## src/rtl/arc4_enc_if.sv

```systemverilog
`default_nettype none
`timescale 1ns/1ps
// ============================================================================
//  Module   : arc4_enc_if
//  Purpose  : Bundles the start handshake, the key and the three RAM ports
//             (S state, plaintext, ciphertext) used by arc4_enc.
//  Modports : master - the encryptor (drives handshake status and all RAM
//                      addresses / write data / write enables)
//             slave  - the environment (drives en, key and RAM read data)
//  Revision : 1.0 - initial release
// ============================================================================
interface arc4_enc_if;
   logic        en;       // start request
   logic        rdy;      // idle, able to accept en
   logic [23:0] key;      // key[23:16]=byte0, key[15:8]=byte1, key[7:0]=byte2
   logic [7:0]  s_addr;   // S RAM address
   logic [7:0]  s_din;    // S RAM write data
   logic [7:0]  s_dout;   // S RAM read data (one cycle after address)
   logic        s_wren;   // S RAM write enable
   logic [7:0]  pt_addr;  // plaintext RAM read address
   logic [7:0]  pt_dout;  // plaintext RAM read data (one cycle after address)
   logic [7:0]  ct_addr;  // ciphertext RAM write address
   logic [7:0]  ct_din;   // ciphertext RAM write data
   logic        ct_wren;  // ciphertext RAM write enable

   modport master (
      input  en, key, s_dout, pt_dout,
      output rdy, s_addr, s_din, s_wren, pt_addr, ct_addr, ct_din, ct_wren
   );

   modport slave (
      output en, key, s_dout, pt_dout,
      input  rdy, s_addr, s_din, s_wren, pt_addr, ct_addr, ct_din, ct_wren
   );
endinterface
`default_nettype wire

```

## src/rtl/arc4_enc.sv

```systemverilog
`default_nettype none
`timescale 1ns/1ps
// ============================================================================
//  Module   : arc4_enc
//  Purpose  : ARC4 encryptor for length-prefixed messages. Reads PT[0]=len
//             and PT[1..len], writes CT[0]=len and CT[k]=PT[k]^pad_k.
//  Ports    : clk   - clock, rising edge
//             rst_n - asynchronous active-low reset
//             bus   - arc4_enc_if.master (en/rdy handshake, key, S/PT/CT RAMs)
//  Options  : ARC4_ENC_KSA_EN - when defined, S is initialised to identity
//             and key-scheduled on every start; when undefined, S is assumed
//             already scheduled upstream and key is ignored.
//  Revision : 1.0 - initial release
// ============================================================================
module arc4_enc (
   input  wire logic     clk,
   input  wire logic     rst_n,
   arc4_enc_if.master    bus
);

   typedef enum logic [4:0] {
      S_IDLE     = 5'd0,
      S_INIT     = 5'd1,
      S_KSA      = 5'd2,
      S_LEN_ADDR = 5'd3,
      S_LEN_WAIT = 5'd4,
      S_LEN_WR   = 5'd5,
      S_I_UPD    = 5'd6,
      S_SI_ADDR  = 5'd7,
      S_SI_WAIT  = 5'd8,
      S_SI_CP    = 5'd9,
      S_J_UPD    = 5'd10,
      S_SJ_ADDR  = 5'd11,
      S_SJ_WAIT  = 5'd12,
      S_SJ_CP    = 5'd13,
      S_ST_SI    = 5'd14,
      S_ST_SJ    = 5'd15,
      S_PAD_ADDR = 5'd16,
      S_PAD_WAIT = 5'd17,
      S_PAD_CP   = 5'd18,
      S_PT_ADDR  = 5'd19,
      S_PT_WAIT  = 5'd20,
      S_CT_WR    = 5'd21,
      S_DONE     = 5'd22
   } state_t;

   state_t     r_state;
   state_t     w_next;

   logic [7:0] r_i;
   logic [7:0] r_j;
   logic [7:0] r_si;
   logic [7:0] r_sj;
   logic [7:0] r_pad;
   logic [7:0] r_len;
   logic [8:0] r_k;        // bytes already written; 9 bits so len=255 ends
   logic [8:0] w_k_next;

   logic [7:0] r_s_addr;
   logic [7:0] r_s_din;
   logic       r_s_wren;
   logic [7:0] r_pt_addr;
   logic [7:0] r_ct_addr;
   logic [7:0] r_ct_din;
   logic       r_ct_wren;

`ifdef ARC4_ENC_KSA_EN
   localparam logic [2:0] c_PH_LAST = 3'd6;
   logic [23:0] r_key;
   logic [1:0]  r_kidx;    // i mod 3, selects the key byte
   logic [2:0]  r_ph;      // sub-step within one KSA iteration
   logic [7:0]  w_kbyte;
   logic [7:0]  w_ksa_j;

   always_comb begin
      w_kbyte = r_key[7:0];
      case (r_kidx)
         2'd0:    w_kbyte = r_key[23:16];
         2'd1:    w_kbyte = r_key[15:8];
         default: w_kbyte = r_key[7:0];
      endcase
   end

   assign w_ksa_j = r_j + bus.s_dout + w_kbyte;
`endif

   assign w_k_next = r_k + 9'd1;

   // ---------------------------------------------------------------- FSM
   always_ff @(posedge clk or negedge rst_n) begin
      if (!rst_n) r_state <= S_IDLE;
      else        r_state <= w_next;
   end

   always_comb begin
      w_next = r_state;
      case (r_state)
         S_IDLE: begin
            if (bus.en) begin
`ifdef ARC4_ENC_KSA_EN
               w_next = S_INIT;
`else
               w_next = S_LEN_ADDR;
`endif
            end
         end
`ifdef ARC4_ENC_KSA_EN
         S_INIT:     if (r_i == 8'hFF) w_next = S_KSA;
         S_KSA:      if (r_ph == c_PH_LAST && r_i == 8'hFF) w_next = S_LEN_ADDR;
`endif
         S_LEN_ADDR: w_next = S_LEN_WAIT;
         S_LEN_WAIT: w_next = S_LEN_WR;
         S_LEN_WR:   w_next = (r_len == 8'd0) ? S_DONE : S_I_UPD;
         S_I_UPD:    w_next = S_SI_ADDR;
         S_SI_ADDR:  w_next = S_SI_WAIT;
         S_SI_WAIT:  w_next = S_SI_CP;
         S_SI_CP:    w_next = S_J_UPD;
         S_J_UPD:    w_next = S_SJ_ADDR;
         S_SJ_ADDR:  w_next = S_SJ_WAIT;
         S_SJ_WAIT:  w_next = S_SJ_CP;
         S_SJ_CP:    w_next = S_ST_SI;
         S_ST_SI:    w_next = S_ST_SJ;
         S_ST_SJ:    w_next = S_PAD_ADDR;
         S_PAD_ADDR: w_next = S_PAD_WAIT;
         S_PAD_WAIT: w_next = S_PAD_CP;
         S_PAD_CP:   w_next = S_PT_ADDR;
         S_PT_ADDR:  w_next = S_PT_WAIT;
         S_PT_WAIT:  w_next = S_CT_WR;
         S_CT_WR:    w_next = (w_k_next == {1'b0, r_len}) ? S_DONE : S_I_UPD;
         S_DONE:     w_next = S_IDLE;
         default:    w_next = S_IDLE;
      endcase
   end

   // ----------------------------------------------------------- datapath
   // Output registers are loaded one state ahead so that every RAM address
   // or write strobe is already stable during the state that owns it. Reads
   // therefore land in the *_WAIT state and are captured in *_CP; writes
   // are visible on the bus during the state following the one that set
   // them up, which keeps both write enables low in IDLE and DONE.
   always_ff @(posedge clk or negedge rst_n) begin
      if (!rst_n) begin
         r_i       <= 8'd0;
         r_j       <= 8'd0;
         r_si      <= 8'd0;
         r_sj      <= 8'd0;
         r_pad     <= 8'd0;
         r_len     <= 8'd0;
         r_k       <= 9'd0;
         r_s_addr  <= 8'd0;
         r_s_din   <= 8'd0;
         r_s_wren  <= 1'b0;
         r_pt_addr <= 8'd0;
         r_ct_addr <= 8'd0;
         r_ct_din  <= 8'd0;
         r_ct_wren <= 1'b0;
`ifdef ARC4_ENC_KSA_EN
         r_key     <= 24'd0;
         r_kidx    <= 2'd0;
         r_ph      <= 3'd0;
`endif
      end else begin
         case (r_state)
            S_IDLE: begin
               if (bus.en) begin
                  r_i       <= 8'd0;
                  r_j       <= 8'd0;
                  r_k       <= 9'd0;
                  r_pt_addr <= 8'd0;
`ifdef ARC4_ENC_KSA_EN
                  r_key     <= bus.key;
                  r_kidx    <= 2'd0;
                  r_ph      <= 3'd0;
                  r_s_addr  <= 8'd0;   // first identity write S[0]=0
                  r_s_din   <= 8'd0;
                  r_s_wren  <= 1'b1;
`endif
               end
            end
`ifdef ARC4_ENC_KSA_EN
            // One identity write per cycle, r_i tracks the address on the bus.
            S_INIT: begin
               if (r_i == 8'hFF) begin
                  r_s_wren <= 1'b0;
                  r_i      <= 8'd0;
               end else begin
                  r_i      <= r_i + 8'd1;
                  r_s_addr <= r_i + 8'd1;
                  r_s_din  <= r_i + 8'd1;
               end
            end
            // ph0 addr S[i], ph2 capture si and address S[j'], ph4 capture
            // sj and write S[i]=sj, ph5 write S[j]=si, ph6 advance i.
            S_KSA: begin
               r_ph <= (r_ph == c_PH_LAST) ? 3'd0 : r_ph + 3'd1;
               case (r_ph)
                  3'd0: r_s_addr <= r_i;
                  3'd2: begin
                     r_si     <= bus.s_dout;
                     r_j      <= w_ksa_j;
                     r_s_addr <= w_ksa_j;
                  end
                  3'd4: begin
                     r_sj     <= bus.s_dout;
                     r_s_addr <= r_i;
                     r_s_din  <= bus.s_dout;
                     r_s_wren <= 1'b1;
                  end
                  3'd5: begin
                     r_s_addr <= r_j;
                     r_s_din  <= r_si;
                     r_s_wren <= 1'b1;
                  end
                  c_PH_LAST: begin
                     r_s_wren <= 1'b0;
                     r_kidx   <= (r_kidx == 2'd2) ? 2'd0 : r_kidx + 2'd1;
                     if (r_i == 8'hFF) begin
                        r_i       <= 8'd0;
                        r_j       <= 8'd0;   // PRGA starts from j=0
                        r_pt_addr <= 8'd0;
                     end else begin
                        r_i <= r_i + 8'd1;
                     end
                  end
                  default: ;
               endcase
            end
`endif
            S_LEN_WAIT: begin
               r_len     <= bus.pt_dout;
               r_ct_addr <= 8'd0;
               r_ct_din  <= bus.pt_dout;
               r_ct_wren <= 1'b1;
            end
            S_LEN_WR: r_ct_wren <= 1'b0;
            S_I_UPD: begin
               r_i      <= r_i + 8'd1;
               r_s_addr <= r_i + 8'd1;
            end
            S_SI_CP: r_si <= bus.s_dout;
            S_J_UPD: begin
               r_j      <= r_j + r_si;
               r_s_addr <= r_j + r_si;
            end
            S_SJ_CP: begin
               r_sj     <= bus.s_dout;
               r_s_addr <= r_i;
               r_s_din  <= bus.s_dout;
               r_s_wren <= 1'b1;
            end
            S_ST_SI: begin
               r_s_addr <= r_j;
               r_s_din  <= r_si;
               r_s_wren <= 1'b1;
            end
            // si+sj is invariant under the swap, so the pre-swap copies
            // address the pad byte; the read lands after both writes.
            S_ST_SJ: begin
               r_s_wren <= 1'b0;
               r_s_addr <= r_si + r_sj;
            end
            S_PAD_CP: begin
               r_pad     <= bus.s_dout;
               r_pt_addr <= w_k_next[7:0];
            end
            S_PT_WAIT: begin
               r_ct_addr <= w_k_next[7:0];
               r_ct_din  <= bus.pt_dout ^ r_pad;
               r_ct_wren <= 1'b1;
            end
            S_CT_WR: begin
               r_ct_wren <= 1'b0;
               r_k       <= w_k_next;
            end
            default: ;
         endcase
      end
   end

   assign bus.rdy     = (r_state == S_IDLE);
   assign bus.s_addr  = r_s_addr;
   assign bus.s_din   = r_s_din;
   assign bus.s_wren  = r_s_wren;
   assign bus.pt_addr = r_pt_addr;
   assign bus.ct_addr = r_ct_addr;
   assign bus.ct_din  = r_ct_din;
   assign bus.ct_wren = r_ct_wren;

endmodule
`default_nettype wire

```

## src/flat_wrapper.sv

```systemverilog
// flat-port wrapper written by rule: the top's interface ports become plain ports
module arc4_enc_flat 
  (clk, rst_n, bus_en, bus_key, bus_s_dout, bus_pt_dout, bus_rdy, bus_s_addr, bus_s_din, bus_s_wren, bus_pt_addr, bus_ct_addr, bus_ct_din, bus_ct_wren);
  arc4_enc_if bus_i ();
  input  wire logic clk;
  input  wire logic rst_n;
  input wire logic [$bits(bus_i.en)-1:0] bus_en;
  input wire logic [$bits(bus_i.key)-1:0] bus_key;
  input wire logic [$bits(bus_i.s_dout)-1:0] bus_s_dout;
  input wire logic [$bits(bus_i.pt_dout)-1:0] bus_pt_dout;
  output wire logic [$bits(bus_i.rdy)-1:0] bus_rdy;
  output wire logic [$bits(bus_i.s_addr)-1:0] bus_s_addr;
  output wire logic [$bits(bus_i.s_din)-1:0] bus_s_din;
  output wire logic [$bits(bus_i.s_wren)-1:0] bus_s_wren;
  output wire logic [$bits(bus_i.pt_addr)-1:0] bus_pt_addr;
  output wire logic [$bits(bus_i.ct_addr)-1:0] bus_ct_addr;
  output wire logic [$bits(bus_i.ct_din)-1:0] bus_ct_din;
  output wire logic [$bits(bus_i.ct_wren)-1:0] bus_ct_wren;
  assign bus_i.en = bus_en;
  assign bus_i.key = bus_key;
  assign bus_i.s_dout = bus_s_dout;
  assign bus_i.pt_dout = bus_pt_dout;
  assign bus_rdy = bus_i.rdy;
  assign bus_s_addr = bus_i.s_addr;
  assign bus_s_din = bus_i.s_din;
  assign bus_s_wren = bus_i.s_wren;
  assign bus_pt_addr = bus_i.pt_addr;
  assign bus_ct_addr = bus_i.ct_addr;
  assign bus_ct_din = bus_i.ct_din;
  assign bus_ct_wren = bus_i.ct_wren;
  arc4_enc u_core (.clk(clk), .rst_n(rst_n), .bus(bus_i));
endmodule
```

## config.mk

```make
export PLATFORM = sky130hd
export DESIGN_NAME = arc4_enc_flat
export DESIGN_NICKNAME = d
export VERILOG_FILES = /design/src/rtl/arc4_enc_if.sv /design/src/rtl/arc4_enc.sv /design/src/flat_wrapper.sv
export SDC_FILE = /design/constraint.sdc
export NUM_CORES = 1
export LEC_CHECK = 0
export BUFFER_PORTS_ARGS = -buffer_cell sky130_fd_sc_hd__buf_2
export CAP_MARGIN = 20
export CORE_MARGIN = 1
export CORE_UTILIZATION = 55
export DETAILED_ROUTE_END_ITERATION = 16
export GPL_ROUTABILITY_DRIVEN = 0
export PLACE_DENSITY = 0.78
export RECOVER_POWER = 25
export SYNTH_ARGS = -nofsm -noshare
export SYNTH_HDL_FRONTEND = slang
export SYNTH_SLANG_ARGS = --single-unit
```

## constraint.sdc

```tcl
create_clock -name clk -period 5.28 [get_ports clk]
set_input_delay 0.528 -clock clk [delete_from_list [all_inputs] [get_ports clk]]
set_output_delay 0.528 -clock clk [all_outputs]
set_load 0.05 [all_outputs]
```

* Word level (Yosys, flattened, before mapping)
Cells that the tools add are included.
Storage, ports and cells: register bits after elaboration 104, bits of input ports 43
Cells by class: add/sub/neg operators 4, equality and inequality tests 21, muxes and demuxes 16, reduce and logical (&&, ||, !) cells 18, bitwise logic cells 1
Operators by type and width (number):
- 5-bit one-hot mux with 20 select lines | 1
- 8-bit one-hot mux with 2 select lines | 6
- 5-bit by 4-bit equality test with 1-bit output (second input constant) | 8
- 8-bit one-hot mux with 5 select lines | 1
- 5-bit equality test (second input constant) | 6
- 5-bit by 3-bit equality test with 1-bit output (second input constant) | 4
- 9-bit one-hot mux with 2 select lines | 1
- 8-bit adder | 2
- 2-bit nonzero test | 8
- 5-bit two-way mux | 3
- 9-bit by 1-bit adder with 9-bit output (second input constant) | 1
- 9-bit by 8-bit equality test with 1-bit output | 1
- 9-bit two-way mux | 1
- 8-bit by 1-bit adder with 8-bit output (second input constant) | 1
- 8-bit zero test | 1
- 8-bit two-way mux | 1
- 2-bit AND reduction | 4
- 8-bit bitwise XOR | 1
- 2-bit OR reduction | 3
- 5-bit by 2-bit equality test with 1-bit output (second input constant) | 1
- 5-bit zero test | 1
- 5-bit nonzero test | 1
- 1-bit one-hot mux with 2 select lines | 2
- 2-bit != test (second input constant) | 1

* Logic depth before layout (Yosys ltp)
depth in word-level cells 4, mapped depth 8, mapped depth without buffers 8

* Worst setup path before layout
Ideal clock, no wire load.
path type register to register, from register u_core.r_si[0], to register u_core.r_s_addr[6], in the netlist u_core.bus.s_addr[6], data arrival time 2.109 ns, clock period less this slack 2.191 ns, cell stages (with the launch flop) 9, buffers on the path 0, setup slack 3.089 ns, library setup time 0.083 ns, cell sequence dfrtp_1 > ha_1 > fa_1 > a211oi_1 > nor2_1 > or4b_1 > a31oi_1 > a211oi_1 > o21ai_0
On the way: longest elaborated chain between the ends 2
Ends and longest elaborated chain:
- start, declared | line arc4_enc.sv:52 | logic [7:0] r_si;
- start signal, assigned | line arc4_enc.sv:240 | S_SI_CP: r_si <= bus.s_dout;
- 8-bit adder (on tied branches) | line arc4_enc.sv:260, arc4_enc.sv:243
- 8-bit one-hot mux with 5 select lines (*) | line arc4_enc.sv:163 | case (r_state)
- end signal, assigned | line arc4_enc.sv:247 | r_s_addr <= r_i;
- end signal, assigned | line arc4_enc.sv:252 | r_s_addr <= r_j;
- end signal, assigned | line arc4_enc.sv:260 | r_s_addr <= r_si + r_sj;
- end, declared | line arc4_enc.sv:59 | logic [7:0] r_s_addr;
Every way passes the cells marked *; elsewhere a longest branch is shown, timed or not. A chain may end at the register's enable or synchronous reset.

==> reports/results.tsv <==
stage	metric	value	unit
setup_path	CP cell instances	clkbuf_1, buf_4	
yosys	Yosys reg bits	104	
grt	first-pass GRT wire length	20400	um
sta	max_slew headroom	-0.993	
cells_and_area	Most flops, register	u_core.r_k	
setup_path	family with the most delay on the worst path	buffers and inverters	
run_status	status	complete, but fails checks	
grt	largest net degree at the start of global routing	57	
cells_and_area	max reg flops	9	
grt	initial antenna violation count	0	
drt	Routed WL per cell	16.8	um
clocking	post-cts repair resize count	0	
clocking	CTS tree	built	
cells_and_area	share of cells above drive strength 1	0.195	
yosys	Net Count, Synth	612	
sta	Final Max Slew Viols	57	
floorplan	DIE HEIGHT	102	um
floorplan	placement row count	36	
worst_hold_path	Hold Path Origin	bus_pt_dout[3]	
sta	setup TNS	0	ns
setup_path	CP Capture Type	asynchronous set/reset pin	
setup_path	CP Depth	2	
yosys	post-synthesis mux area share	0.0693	
cells_and_area	antenna cells	0	
sta	FMAX	337	MHz
cells_and_area	fillers	823	
placement	HPWL Detailed	8920	um
cells_and_area	Final nets	660	
worst_hold_path	worst min path class	in -> reg	
cells_and_area	area delta synth->final	10.1	%
yosys	simple-gate share of the synthesized area	0.156	
yosys	Post-Synthesis Cells	551	
yosys	post-synthesis sequential area ratio	0.474	
run_status	failing checks	max-capacitance violations, max-slew violations	
yosys	Post-Synth Adder-Cell Area	0.0456	
grt	grt total ovfl	0	
clocking	H-tree levels	3	
sta	skew final	0.00821	ns
floorplan	Die W	102	um
setup_path	WP buf/inv	2	
clocking	clk buf depth	2	
grt	number of global-route vias before repair	4058	
placement	pre-CTS worst setup slack	2.58	ns
sta	final setup vio count	0	
yosys	post-synthesis cell type count	59	
yosys	synth warn	0	
setup_path	slowest cell on the critical path	clkbuf_1	
clocking	Clock Sinks	104	
drt	DR iter-0 viols	350	
worst_hold_path	worst hold endpoint	u_core.r_len[3]$_DFFE_PN0P_	
floorplan	area of the core	0.00973	mm2
yosys	Synth Cell Area	0.00549	mm2
yosys	Synth async-reset ratio	1.00	
yosys	main combinational cell family by area after synthesis	compound AO/OA/AOI/OAI gates	
drt	DRC violations left	0	
floorplan	Ports	86	
floorplan	Initial Utilization	0.564	
sta	Hold Fails Final Rpt	0	
sta	Tmin final	2.97	ns
clocking	clock slew at reported path FFs	0.10	ns
power	leakage	2.76	nW
worst_hold_path	hold depth	2	
setup_path	Setup Crit Path Kind	in -> async	
sta	fin crit share	0.563	
drt	post-route ant nets	0	
yosys	post-synthesis compound-gate area fraction	0.163	
yosys	EDFF count, synth	0	
yosys	average size of a mapped cell	9.96	um2
setup_path	Reg2Reg Depth	4	
yosys	XOR/XNOR share of the synthesized area	0.0631	
sta	PnR worst setup slack	2.31	ns
sta	RSZ-0062 raised after global routing	false	
clocking	CTS root buf	clkbuf_8	
setup_path	worst r2r src	u_core.r_state[4]$_DFFE_PN0P_	
power	Cell Pwr Density	680	mW/mm2
grt	total track usage	0.257	
drt	Avg Vias per Cell	5.92	
clocking	# hold bufs at CTS	0	
setup_path	CP startpoint kind	input pin	
drt	Total Wirelength	12400	um
setup_path	Critical Path Max Stage Delay	2.08	ns
placement	PortBufs	61	
setup_path	critical path peak fanout	56	
sta	Worst-Margin Slew	2.99	ns
setup_path	R2R Setup Slk	2.50	ns
drt	Vias	4363	
setup_path	Worst EP arrival	3.45	ns
drt	Pre-antenna DRT Iters	6	
floorplan	die area	0.0104	mm2
clocking	CTS buffer count	9	
run	Max Cap Viol	1	
yosys	top_reg_cell synth	dfrtp_1	
clocking	Post-CTS Setup Bufs	0	
power	VDD IR max	420	uV
setup_path	critical path required time	5.76	ns
clocking	worst skew pair latency	0.38	ns
setup_path	worst r2r dst	u_core.r_j[2]$_DFFE_PN0P_	
-- cell usage after synthesis (3+ instances only) --
cell	count	area, um2
nor3_1	9	45.0
xnor2_1	18	158
buf_2	11	55.1
a22oi_1	11	82.6
a22o_1	5	43.8
ha_1	16	200
nor4_1	4	25.0
mux2_2	32	360
or3_1	3	18.8
a21oi_1	14	70.1
dfrtp_1	104	2600
nand2_1	71	267
and3_1	3	18.8
clkbuf_1	14	52.6
nand2b_1	7	43.8
and2_1	4	25.0
nor2b_1	8	50.1
nor2_1	22	82.6
a31oi_1	4	25.0
o21ai_0	62	310
a211oi_1	9	67.6
a21o_1	7	52.6
inv_1	12	45.0
nand3_1	32	160
xor2_1	19	166
o31ai_1	5	37.5
-- how the worst max path moves through the flow --
stage,start,end
2_1_floorplan,u_core.r_si[0]$_DFFE_PN0P_,u_core.bus.s_addr[6]$_DFFE_PN0P_
3_3_place_gp,u_core.r_state[4]$_DFFE_PN0P_,u_core.r_j[2]$_DFFE_PN0P_
3_5_place_dp,u_core.r_state[4]$_DFFE_PN0P_,u_core.r_j[2]$_DFFE_PN0P_
4_1_cts,u_core.r_state[4]$_DFFE_PN0P_,u_core.r_j[2]$_DFFE_PN0P_
5_1_grt,rst_n,u_core.r_sj[6]$_DFFE_PN0N_
6_report,rst_n,u_core.r_sj[6]$_DFFE_PN0N_
-- layer usage --
| layer | wire length [um] | vias up | track usage |
|---|---|---|---|
| met1 | 5640 | 2148 | 0.367 |
| met2 | 5950 | 125 | 0.409 |
| li1 | - | 2081 | - |
| met3 | 701 | 9 | 0.0383 |
| met4 | 116 | 0 | 0.0791 |
| met5 | 0 | - | 0 |
-- cell type report --
cell class                 count  area, um2  share of cell area
multi-input combinational    409       2730               0.452
sequential                   104       2600               0.431
timing repair buffer          63        319              0.0528
tap                          133        166              0.0275
clock buffer                   9        124              0.0205
clock inverter                 7       55.1             0.00911
inverter                      12       45.0             0.00745
-- where the power goes --
group          leakage, nW  internal, mW  total (mW)  switching (mW)
Sequential            1.31          1.14        1.52           0.380
Combinational         1.36         0.776        2.12            1.34
Clock               0.0866         0.176       0.469           0.292
-- layout by cell type, fill, tap and decap left out, types with 3 or more instances in the layout --
cell type / count
dfrtp_1: 104
nand2_1: 71
o21ai_0: 62
buf_2: 60
nand3_1: 32
mux2_2: 32
nor2_1: 22
xor2_1: 19
xnor2_1: 18
ha_1: 16
a21oi_1: 14
inv_1: 12
a22oi_1: 11
nor3_1: 9
a211oi_1: 9
clkbuf_8: 9
nor2b_1: 8
a21o_1: 7
nand2b_1: 7
a22o_1: 5
o31ai_1: 5
and2_1: 4
nor4_1: 4
a31oi_1: 4
or3_1: 3
and3_1: 3
inv_6: 3
-- logic make-up (layout without fill, tap and decap cells) --
group,count (synthesis),after routing
AND/OR/NAND/NOR,178,178
AO/OA/AOI/OAI,140,140
buffers and inverters,38,91
multiplexers,34,34
adder cells (fa/ha/maj),19,19
flip-flops,104,104
XOR/XNOR,38,38
-- through the flow --
stage / hold slack [ns] / util / area (um2) / power, mW / std cells
after floorplan: 0.232 / - / 5490 / 3.12 / 551
after global placement: 0.448 / 0.603 / 5870 / 3.54 / 721
after detailed placement: 0.450 / 0.603 / 5870 / 3.63 / 721
after CTS: 0.224 / 0.621 / 6050 / 4.10 / 737
after global routing: 0.407 / 0.621 / 6040 / 4.40 / 737
final: 0.408 / 0.621 / 6040 / 4.11 / 737
No activity file was read; power rests on OpenSTA's default activity.
